## config.mk

```make
export PLATFORM = sky130hd
export DESIGN_NAME = alien_motion_ctrl
export DESIGN_NICKNAME = d
export VERILOG_FILES = /design/src/rtl/alien_pkg.sv /design/src/rtl/frame_step_div.sv /design/src/rtl/alien_motion_ctrl.sv
export SDC_FILE = /design/constraint.sdc
export NUM_CORES = 1
export LEC_CHECK = 0
export ABC_CLOCK_PERIOD_IN_PS = 3600
export CORE_UTILIZATION = 50
export CTS_BUF_LIST = sky130_fd_sc_hd__clkbuf_2
export DETAILED_ROUTE_END_ITERATION = 6
export PLACE_DENSITY_LB_ADDON = 0.2
export SETUP_SLACK_MARGIN = 0.4
export SYNTH_ARGS = -nofsm -noshare
export SYNTH_HDL_FRONTEND = slang
export SYNTH_SLANG_ARGS = --single-unit
```

## constraint.sdc

```tcl
create_clock -name clk -period 3.6 [get_ports clk]
set_clock_uncertainty 0.05 [all_clocks]
set_input_delay 0.72 -clock clk [delete_from_list [all_inputs] [get_ports clk]]
set_output_delay 0.72 -clock clk [all_outputs]
set_load 0.05 [all_outputs]
```

## src/rtl/alien_pkg.sv

```systemverilog
// ---------------------------------------------------------------------------
// alien_pkg
//   Constants and types shared by the alien motion controller and the sprite
//   renderer.
//   - state_e     : motion FSM states (IDLE, MARCH, DROP, LANDED)
//   - AV_X/AV_Y   : active video size in pixels
//   - SPRITE_W/H  : alien sprite size in pixels
//   - POS_W       : width of the position outputs
//   - CMP_W       : width used for edge compares (one bit of headroom)
//   - div_width() : counter width able to hold a frame divide value
// ---------------------------------------------------------------------------
package alien_pkg;

  localparam int AV_X     = 640;
  localparam int AV_Y     = 480;
  localparam int SPRITE_W = 32;
  localparam int SPRITE_H = 32;

  localparam int POS_W = 10;
  localparam int CMP_W = POS_W + 1;

  typedef enum logic [1:0] {
    IDLE   = 2'd0,
    MARCH  = 2'd1,
    DROP   = 2'd2,
    LANDED = 2'd3
  } state_e;

  // Bits needed to hold the value n itself (the divider limit input), min 1.
  function automatic int div_width(input int n);
    return (n < 2) ? 1 : $clog2(n + 1);
  endfunction

endpackage

```

## src/rtl/frame_step_div.sv

```systemverilog
// ---------------------------------------------------------------------------
// frame_step_div
//   Counts frame ticks and fires a one-cycle step every limit_i ticks.
//   Ports:
//     clk_i    : clock
//     reset_i  : synchronous active-high reset (count -> 0)
//     clear_i  : synchronous clear; also suppresses a coincident step
//     en_i     : count enable; when low the count is held
//     tick_i   : frame tick pulse
//     limit_i  : ticks per step (>= 1)
//     step_o   : combinational step pulse, high on the tick that wraps
// ---------------------------------------------------------------------------
module frame_step_div #(
  parameter int CNT_W = 3
) (
  input  logic             clk_i,
  input  logic             reset_i,
  input  logic             clear_i,
  input  logic             en_i,
  input  logic             tick_i,
  input  logic [CNT_W-1:0] limit_i,
  output logic             step_o
);

  logic [CNT_W-1:0] cnt_q, cnt_d;
  logic             at_last;

  assign at_last = (cnt_q == limit_i - CNT_W'(1));
  assign step_o  = en_i & tick_i & at_last & ~clear_i;

  always_comb begin
    cnt_d = cnt_q;
    if (clear_i)
      cnt_d = '0;
    else if (en_i && tick_i)
      cnt_d = at_last ? '0 : cnt_q + CNT_W'(1);
  end

  always_ff @(posedge clk_i) begin
    if (reset_i) cnt_q <= '0;
    else         cnt_q <= cnt_d;
  end

endmodule

```

## src/rtl/alien_motion_ctrl.sv

```systemverilog
// ---------------------------------------------------------------------------
// alien_motion_ctrl
//   Marching-invader position generator. Moves the sprite STEP_X pixels per
//   motion step; at a screen edge it spends one step entering DROP, the next
//   step drops STEP_Y pixels and reverses direction. When a drop would push
//   the sprite bottom past AV_Y it parks in LANDED. Position only changes on
//   frame_tick, so the renderer never sees a mid-frame move.
//   Ports:
//     clk          : clock
//     reset        : synchronous active-high reset
//     enable       : 1 = motion allowed, 0 = freeze position and divider
//     restart      : pulse; back to X0,Y0 and resume (IDLE if enable=0)
//     frame_tick   : pulse at start of vertical blank
//     alien_x/y    : registered sprite top-left position
//     moving_right : current horizontal direction
//     landed       : sprite bottom has reached the floor
//   Build option:
//     ALIEN_MOTION_SPEEDUP_EN : each successful drop shortens the step
//       interval by one frame (floor 1 frame).
// ---------------------------------------------------------------------------
module alien_motion_ctrl #(
  parameter int X0        = 32,
  parameter int Y0        = 32,
  parameter int AV_X      = alien_pkg::AV_X,
  parameter int AV_Y      = alien_pkg::AV_Y,
  parameter int SPRITE_W  = alien_pkg::SPRITE_W,
  parameter int SPRITE_H  = alien_pkg::SPRITE_H,
  parameter int STEP_X    = 2,
  parameter int STEP_Y    = 16,
  parameter int FRAME_DIV = 4
) (
  input  logic                       clk,
  input  logic                       reset,
  input  logic                       enable,
  input  logic                       restart,
  input  logic                       frame_tick,
  output logic [alien_pkg::POS_W-1:0] alien_x,
  output logic [alien_pkg::POS_W-1:0] alien_y,
  output logic                       moving_right,
  output logic                       landed
);

  import alien_pkg::*;

  localparam int CNT_W = div_width(FRAME_DIV);

  // Edge thresholds in the widened compare domain so sums never wrap.
  localparam logic [CMP_W-1:0] RIGHT_SPAN = CMP_W'(SPRITE_W + STEP_X);
  localparam logic [CMP_W-1:0] DROP_SPAN  = CMP_W'(SPRITE_H + STEP_Y);
  localparam logic [CMP_W-1:0] LIM_X      = CMP_W'(AV_X);
  localparam logic [CMP_W-1:0] LIM_Y      = CMP_W'(AV_Y);
  localparam logic [CMP_W-1:0] STEP_X_C   = CMP_W'(STEP_X);

  state_e             state_q, state_d;
  logic [POS_W-1:0]   x_q, x_d, y_q, y_d;
  logic               right_q, right_d;
  logic               landed_q, landed_d;

  logic               div_en;
  logic               step;
  logic [CNT_W-1:0]   div_limit;
  logic [CMP_W-1:0]   x_w, y_w;
  logic               hit_edge, hit_floor;

  // -------------------------------------------------------------------------
  // Frame divider: only runs while actually marching or dropping.
  // -------------------------------------------------------------------------
  assign div_en = enable & ((state_q == MARCH) | (state_q == DROP));

  frame_step_div #(.CNT_W(CNT_W)) u_div (
    .clk_i   (clk),
    .reset_i (reset),
    .clear_i (restart),
    .en_i    (div_en),
    .tick_i  (frame_tick),
    .limit_i (div_limit),
    .step_o  (step)
  );

`ifdef ALIEN_MOTION_SPEEDUP_EN
  // Step interval shrinks by one frame on every completed drop.
  logic [CNT_W-1:0] eff_div_q, eff_div_d;
  logic             drop_ok;

  assign drop_ok   = step & (state_q == DROP) & ~hit_floor;
  assign div_limit = eff_div_q;

  always_comb begin
    eff_div_d = eff_div_q;
    if (drop_ok && (eff_div_q > CNT_W'(1)))
      eff_div_d = eff_div_q - CNT_W'(1);
  end

  always_ff @(posedge clk) begin
    if (reset || restart) eff_div_q <= CNT_W'(FRAME_DIV);
    else                  eff_div_q <= eff_div_d;
  end
`else
  assign div_limit = CNT_W'(FRAME_DIV);
`endif

  // -------------------------------------------------------------------------
  // Boundary tests
  // -------------------------------------------------------------------------
  assign x_w = {1'b0, x_q};
  assign y_w = {1'b0, y_q};

  // Right: next step would put the sprite's right edge past the screen.
  // Left:  next step would go below x=0.
  assign hit_edge  = right_q ? (x_w + RIGHT_SPAN > LIM_X) : (x_w < STEP_X_C);
  assign hit_floor = (y_w + DROP_SPAN > LIM_Y);

  // -------------------------------------------------------------------------
  // State register and datapath registers
  // -------------------------------------------------------------------------
  always_ff @(posedge clk) begin
    if (reset) begin
      state_q  <= IDLE;
      x_q      <= POS_W'(X0);
      y_q      <= POS_W'(Y0);
      right_q  <= 1'b1;
      landed_q <= 1'b0;
    end else begin
      state_q  <= state_d;
      x_q      <= x_d;
      y_q      <= y_d;
      right_q  <= right_d;
      landed_q <= landed_d;
    end
  end

  // -------------------------------------------------------------------------
  // Next state. A restart wins over anything the current state wants.
  // -------------------------------------------------------------------------
  always_comb begin
    state_d = state_q;
    if (restart) begin
      state_d = enable ? MARCH : IDLE;
    end else begin
      case (state_q)
        IDLE:    if (enable) state_d = MARCH;
        MARCH:   if (step && hit_edge) state_d = DROP;
        DROP:    if (step) state_d = hit_floor ? LANDED : MARCH;
        LANDED:  state_d = LANDED;
        default: state_d = IDLE;
      endcase
    end
  end

  // -------------------------------------------------------------------------
  // Position / direction / landed updates. step is already suppressed when a
  // restart is present, so a coincident tick never moves the sprite.
  // -------------------------------------------------------------------------
  always_comb begin
    x_d      = x_q;
    y_d      = y_q;
    right_d  = right_q;
    landed_d = landed_q;
    if (restart) begin
      x_d      = POS_W'(X0);
      y_d      = POS_W'(Y0);
      right_d  = 1'b1;
      landed_d = 1'b0;
    end else if (step) begin
      case (state_q)
        MARCH: begin
          if (!hit_edge)
            x_d = right_q ? x_q + POS_W'(STEP_X) : x_q - POS_W'(STEP_X);
        end
        DROP: begin
          if (hit_floor) begin
            landed_d = 1'b1;
          end else begin
            y_d     = y_q + POS_W'(STEP_Y);
            right_d = ~right_q;
          end
        end
        default: ;
      endcase
    end
  end

  assign alien_x      = x_q;
  assign alien_y      = y_q;
  assign moving_right = right_q;
  assign landed       = landed_q;

endmodule

```

# Word level (Yosys, flattened, before mapping)
# Index checks and enable logic that the tools add are counted.
dict set report op_classes {
  eq_ne 7
  n_lt_le_gt_ge 3
  add_sub_neg 6
  bitwise_logic 9
  muxes 10
  reduce_logical 8
}
# cell n
set ops {}
lappend ops {{$add A10 B6 Y11 const B} 2}
lappend ops {{$reduce_and A3 Y1} 4}
lappend ops {{$gt A11 B10 Y1 const B} 1}
lappend ops {{$gt A11 B9 Y1 const B} 1}
lappend ops {{$add A10 B2 Y10 const B} 1}
lappend ops {{$add A10 B5 Y10 const B} 1}
lappend ops {{$lt A10 B2 Y1 const B} 1}
lappend ops {{$mux W10} 1}
lappend ops {{$mux W2} 5}
lappend ops {{$sub A10 B2 Y10 const B} 1}
lappend ops {{$pmux W2 S4} 1}
lappend ops {{$ne A3 B3 Y1 const B} 2}
lappend ops {{$and A1 B1 Y1} 4}
lappend ops {{$eq A2 B2 Y1 const B} 2}
lappend ops {{$not A1 Y1} 4}
lappend ops {{$add A3 B1 Y3 const B} 1}
lappend ops {{$eq A3 B2 Y1 const B} 1}
lappend ops {{$mux W3} 1}
lappend ops {{$ne A3 B2 Y1 const B} 1}
lappend ops {{$eq A2 B1 Y1 const B} 1}
lappend ops {{$logic_and A1 B1 Y1} 2}
lappend ops {{$logic_not A2 Y1} 1}
lappend ops {{$mux W1} 2}
lappend ops {{$reduce_or A2 Y1} 1}
lappend ops {{$or A1 B1 Y1} 1}
dict set report totals {
  wordCells 49
  in_bits 5
  out_inout_bits 22
  register_bits 27
}

# Longest topological paths before layout
dict set report depth {
  depth_word 10
  depth_mapped 8
  depth_no_buf 8
}

# Cells and area by module
# Synthesis repeated with hierarchy kept, for this count alone.
dict set report unflattened {
  hier_cells 203
  area_unflattened_um2 1692.9
}
# module cells_each instances area_per_inst_um2 seq_area_each_um2
set by_module_without_submodules {}
lappend by_module_without_submodules {alien_motion_ctrl 183 1 1472.7 380.4}
lappend by_module_without_submodules {frame_step_div 20 1 220.2 60.1}

# Worst setup path after synthesis
# No wires, ideal clock.
dict set report synth_path {
  path_kind {reg-to-reg}
  from {register x_q[2], in the netlist alien_x[2]}
  to {register x_q[3], in the netlist alien_x[3]}
  synth_period_minus_slack_ps 2566
  arrival_ps 2444
  setup_ps 72
  path_slack_ps 1034
  path_stages_with_launch 9
  t_required_ps 3478
  n_path_buf 1
  path_cell_list {dfxtp_1 > ha_1 > and3_1 > o21ai_1 > xor2_1 > or4_4 > buf_6 > a21oi_1 > mux2i_1}
}
dict set report synth_between {
  elab_chain_len 5
  elab_cells_between_ends 9
  cone_classes {add/sub: 3; order compare: 2; mux: 2; bitwise: 1; reduce/logical: 1}
}
# item line_no
set synth_lines {}
lappend synth_lines {{from (decl)} alien_motion_ctrl.sv:55} ;# logic [POS_W-1:0] x_q, x_d, y_q, y_d;
lappend synth_lines {{from (signal assigned)} alien_motion_ctrl.sv:119} ;# x_q <= POS_W'(X0);
lappend synth_lines {{$add A10 B6 Y11} alien_motion_ctrl.sv:110} ;# assign hit_edge = right_q ? (x_w + RIGHT_SPAN > LIM_X) : (x_w < STEP_X_C);
lappend synth_lines {{$gt A11 B10 Y1} alien_motion_ctrl.sv:110}
lappend synth_lines {{$mux W1} alien_motion_ctrl.sv:110}
lappend synth_lines {{$not A1 Y1 (no line)} --}
lappend synth_lines {{$reduce_and A3 Y1 (no line)} --}
# Several ways; a longest one is shown, not always the timed one.
# A chain may end at the register's enable or synchronous reset.

# Worst setup path after layout
dict set report layout_path {
  from {register right_q, in the netlist moving_right}
  to {output port moving_right}
}
# item line_no
set layout_lines {}
lappend layout_lines {{from (decl)} alien_motion_ctrl.sv:56} ;# logic right_q, right_d;
lappend layout_lines {{from (signal assigned)} alien_motion_ctrl.sv:127} ;# right_q <= right_d;
lappend layout_lines {{to (decl)} alien_motion_ctrl.sv:39} ;# output logic moving_right,
# No word-level cell between the ends.

==> impl_metrics.tcl <==
set metrics [dict create \
    die_area_mm2 0.00381 \
    wl_per_cell_um 13.3 \
    fin_crit_sh 0.737 \
    slew_violations 0 \
    cp-start-kind "flip-flop" \
    fin_nets 249 \
    cp-startpoint "moving_right" \
    p_leak_nw 0.713 \
    die_w_um 61.7 \
    clk_root_buffer_cell "clkbuf_2" \
    clk_latency_ns 0.33 \
    drive_gt1_frac 0.0948 \
    start_util 0.530 \
    drt_iter0_markers 163 \
    cp.arrival_ns 1.88 \
    clock_path_buffers 2 \
    grtUsageTotal 0.205 \
    synthesis.area_mm2 0.00178 \
    path_buf_inv 1 \
    grt-ovfl-total 0 \
    slew_headroom 0.520 \
    syn_to_final_growth_pct 10.1 \
    worst_pin_slew_ns 0.713 \
    clock.fmax_ghz 0.377 \
    status "complete, no violations" \
    avgSynthCellArea_um2 8.14 \
    gp_congestion 0.826 \
    grt_max_degree 15 \
    first_global_vias 1330 \
    synth-edff-count 0 \
    grt_pass1_wl_um 5920 \
    final_antenna_net_count 0 \
    die_h_um 61.7 \
    crit_path_max_incr_delay_ns 0.90 \
    r2r_start "alien_x[2]" \
    rows 21 \
    maxCapViolations 0 \
    synth_top_area_share 0.247 \
    path_clk_slew_ns 0.21 \
    ys_seq_area_frac 0.247 \
    vias_per_cell 5.72 \
    port_buffers 21 \
    finalSetupViolCount 0 \
    finalHoldViolations 0 \
    rsz0062_at_grt "no" \
    worstPathMaxFanout 14 \
    ir_drop_mv 0.255 \
    end_kind "output pin" \
    ys_types 56 \
    cts.sinks 22 \
    synthArstFlopShare 0 \
    cts_buffers 3 \
    final.setup.tns_ns 0 \
    firstDrtPassIters 4 \
    critPathTopFamily "buffers and inverters" \
    post-route-drc-count 0 \
    cts-hold-fix-buffers 0 \
    cts_tree "done" \
    synth_top_cell_by_area "dfxtp_1" \
    antenna_found_initial 0 \
    post_cts_buffers 0 \
    crit_required_ns 2.83 \
    synth_area_leaders "dfxtp_1 (25%), ha_1 (7.7%), mux2i_1 (6.2%)" \
    ctsResizeCount 0 \
    cts_max_level 1 \
    ys_warn_count 0 \
    synthCells 219 \
    coreArea_mm2 0.00336 \
    finalPower_mw 0.499 \
    num_antenna_cells 0 \
    ios 27 \
    crit_type "flip-flop to output pin" \
    ys_seq_elements 22 \
    slowest_stage "clkdlybuf4s50_1" \
    num_vias 1590 \
    hpwlAfterDp_um 2640 \
    period_minus_slack_ns 2.65 \
    worstHoldStart "landed" \
    synth_flop_cell "dfxtp_1" \
    hold_class "flip-flop to flip-flop" \
    crit_chain "clkdlybuf4s50_1" \
    powerDensity_mw_per_mm2 255 \
    drt_wl_total_um 3700 \
]
-- sequential cells by signal, indices dropped and copies added, names as in the netlist --
signal	cells
moving_right	1
alien_y	6
landed	1
u_div.cnt_q	3
state_q	2
alien_x	9
-- cell usage in the layout, fill, tap and decap left out, types with 5 or more instances in the layout --
master,n
nand2_1,24
dfxtp_1,22
clkdlybuf4s50_1,21
nor2_1,18
nand3_1,13
inv_1,11
mux2i_1,11
ha_1,11
a21oi_1,10
o21ai_0,7
nand4_1,5
xnor2_1,5
conb_1,5
-- worst paths after layout --
path,to,slack (ns),cells past startpoint
setup reg to reg,alien_x[2],0.99,7
hold reg to reg,landed,0.46,2
hold / removal,landed,0.46,2
setup / recovery,moving_right,0.95,1
-- kinds of logic (layout without fill, tap and decap cells) --
family / after synthesis / count (layout) / share of synthesized area
simple gates: 92 / 92 / 0.273
buf+inv: 29 / 38 / 0.114
mux: 12 / 12 / 0.0681
other cells: 1 / 5 / 0.00210
compound gates: 43 / 43 / 0.173
fa+ha+maj: 11 / 11 / 0.0772
xor+xnor: 9 / 9 / 0.0442
flops: 22 / 22 / 0.247
-- area by class of cell --
type / count / area (um^2)
Multi-Input combinational cell: 172 / 1150
Timing Repair Buffer: 23 / 225
Tap cell: 46 / 57.6
Sequential cell: 22 / 440
Clock inverter: 1 / 30.0
Clock buffer: 3 / 15.0
Fill cell: 343 / 1400
Inverter: 11 / 41.3
-- Yosys cell counts (all sizes together) (2+ instances only) --
library cell	n
nand2	24
dfxtp	22
nor2	19
buf	13
nand3	13
a21oi	11
ha	11
inv	11
mux2i	11
o21ai	9
and3	6
nand4	5
or3	5
xnor2	5
clkbuf	4
nand2b	4
nor3	4
nor4	4
o211ai	4
xor2	4
a211oi	2
a41oi	2
and2	2
nor4b	2
o22ai	2
o31ai	2
or4	2
-- layer usage --
metal,routed length (um),up-vias,global-route usage
li1,-,801,-
met1,1820,743,0.276
met2,1730,40,0.343
met3,104,6,0.0207
met4,46,0,0.0730
met5,0,-,0
-- power by group --
part / switching [mW] / internal, mW
combinational: 0.0468 / 0.0260
sequential: 0.00520 / 0.248
clock: 0.0781 / 0.0957
total: 0.130 / 0.369
-- metrics by stage --
step / utilization / instance area (um^2) / worst slack [ns] / instances / hold WS (ns)
finish: 0.583 / 1960 / 0.945 / 278 / 0.463
detailed placement: 0.570 / 1920 / 0.802 / 274 / 0.411
global route: 0.583 / 1960 / 0.814 / 278 / 0.492
global placement: 0.570 / 1920 / 0.906 / 274 / 0.426
floorplan: - / 1800 / 1.03 / 223 / 0.418
CTS: 0.583 / 1960 / 0.906 / 278 / 0.470
-- worst reg2reg max path: cells and delay by family, from the launching register on --
| family | cells | cell delay, ns |
|---|---|---|
| compound gates | 2 | 0.38 |
| xor+xnor | 1 | 0.20 |
| fa+ha+maj | 1 | 0.30 |
| flops | 1 | 0.58 |
| mux | 1 | 0.24 |
| simple gates | 2 | 0.81 |
No activity file was read; power rests on OpenSTA's default activity.
==> patch (config.mk and constraints unchanged) <==
The parameter `FRAME_DIV` goes from 4 to 3.
--- a/src/rtl/alien_motion_ctrl.sv
+++ b/src/rtl/alien_motion_ctrl.sv
@@ -27,7 +27,7 @@
   parameter int SPRITE_H  = alien_pkg::SPRITE_H,
   parameter int STEP_X    = 2,
   parameter int STEP_Y    = 16,
-  parameter int FRAME_DIV = 4
+  parameter int FRAME_DIV = 3
 ) (
   input  logic                       clk,
   input  logic                       reset,
Formal check against the unedited RTL: not equivalent (a bounded check fails within 10 cycles, from zero or initial values and one cycle with reset high).
==> patch against the unedited design <==
- critical path depth up 5
- worst setup slack worse by 0.28 ns
- maximum frequency fell by 9.4%
- utilization grew 1.5 points
- synthesized area fell by 7.7%
- sequential cell count fell by 1
- routed wire length fell by 0.89%
- design area is 6.1% lower
- power shrank 19%
- critical path type is now reg -> reg
- critical endpoint is now state_q[0]$_SDFFE_PP0P_
==> patch: results (changes against the unedited design) <==
status finished, final reports clean (unchanged); vias 1550 (was 1590); Reg clk slew, reported paths 0.23 ns (was 0.21 ns); share of cells above drive strength 1 6.22% (was 9.48%); fin cells 269 (was 278); top post-synthesis cells by area dfxtp_1 26%, ha_1 7.6%, nand2_1 6.4% (was dfxtp_1 25%, ha_1 7.7%, mux2i_1 6.2%); fraction of registers with async set/reset 0% (unchanged); Buffers on Ports 21 (unchanged); cell family with most CP delay simple AND/OR/NAND/NOR gates (was buffers and inverters); Hold EP landed$_SDFFE_PP0P_ (unchanged); largest net degree at the start of global routing 15 (unchanged); Clock Tree Root clkbuf_2 (unchanged); Peak supply drop 0.247 mV (was 0.255 mV); static leakage 0.651 nW (was 0.713 nW); Area after DPL 1820 um^2 (was 1920 um^2); GRT Resource Usage Total 22.8% (was 20.5%); crit path to state_q[0]$_SDFFE_PP0P_ (was moving_right); postcts setup bufs 0 (unchanged); R2R depth 6 (was 7); FILL cells 294 (was 343); Initial DRC Count 55 (was 163); Hold Path Origin landed$_SDFFE_PP0P_ (unchanged); Skew-Pair Late Insertion Delay 0.34 ns; global-route wire length before repair 6180 um (was 5920 um); max_slew headroom 55.8% (was 52.0%); Synth Instances 211 (was 219); most instantiated cells after synthesis 28 x nand2_1, 21 x dfxtp_1, 20 x nor2_1 (was 24 x nand2_1, 22 x dfxtp_1, 18 x nor2_1); P_sw 0.121 mW (was 0.130 mW); Hold WC Path Type reg -> reg (unchanged); worst reg-to-reg setup slack 0.67 ns (was 0.99 ns); number of global-route vias before repair 1390 (was 1330); sequential share of the synthesized area 25.6% (was 24.7%); crit path from alien_x[3]$_SDFFE_PP0P_ (was moving_right$_SDFFE_PP1P_); slowest stage delay, CP 0.58 ns (was 0.90 ns); synth unique cells 51 (was 56); crit path DAT 3.16 ns (was 1.88 ns); Final min period 2.93 ns (was 2.65 ns); slowest stage cell, crit path or4_4 (was clkdlybuf4s50_1); Final Wtd Congestion 0.833 (was 0.826); final net count 241 (was 249); HPWL after DPL 2750 um (was 2640 um); Worst Hold Depth 1 (was 2); Num CTS Buffers 3 (unchanged); H-tree levels 1 (unchanged); drt total wl 3660 um (was 3700 um)
==> patch: cell types whose count changed in the layout (fill, tap and decap cells not counted), sizes merged, moves of 3 or more <==
cell / delta
mux2i: -6
o21a: +3
nor4: -4
a31oi: +3
a21oi: +3
nand2: +4
nand3: -7
a2111o: +4
and3: -6
==> patch: cells by family after synthesis <==
kind of cell	after synthesis	synth area share [%]
xor gates and xnor gates	9	4.79
other	1	0.228
and+or+nand+nor	77	22.4
muxes	7	4.64
AOI/OAI and AO/OA	55	24.3
adders and majority gates	10	7.60
DFF	21	25.6
buffers and inverters	31	10.6
==> patch: stage by stage <==
step / utilization [%] / hold slack (ns) / total power, mW / setup WS, ns
after detailed placement: 59.2 / 0.402 / 0.304 / 0.506
after CTS: 59.9 / 0.449 / 0.402 / 0.714
final: 59.9 / 0.446 / 0.403 / 0.668
after floorplan: - / 0.404 / 0.295 / 0.768
after global routing: 59.9 / 0.461 / 0.418 / 0.479
after global placement: 59.2 / 0.400 / 0.302 / 0.581
==> patch: power groups by stage <==
stage | Clock, mW | Combinational, mW | Sequential (mW)
after floorplan | 0 | 0.0514 | 0.243
after detailed placement | 0 | 0.0601 | 0.244
after global routing | 0.111 | 0.0668 | 0.240
after CTS | 0.103 | 0.0603 | 0.239
after global placement | 0 | 0.0587 | 0.244
final | 0.102 | 0.0609 | 0.240
==> patch: final cells by class <==
type	count	area, um^2	share of cell area, %
clock inverters	1	5.00	0.272
well taps	44	55.1	2.99
multi-input cells	163	1070	57.8
inverters	13	48.8	2.65
repair buffers	24	233	12.6
clock buffers	3	15.0	0.815
flip-flops and latches	21	420	22.8
==> patch: metal layers <==
metal | GRT usage (%) | share of wire [%]
met5 | 0 | 0
met4 | 7.48 | 0.85
met3 | 4.37 | 3.9
met2 | 35.0 | 47
met1 | 31.9 | 48
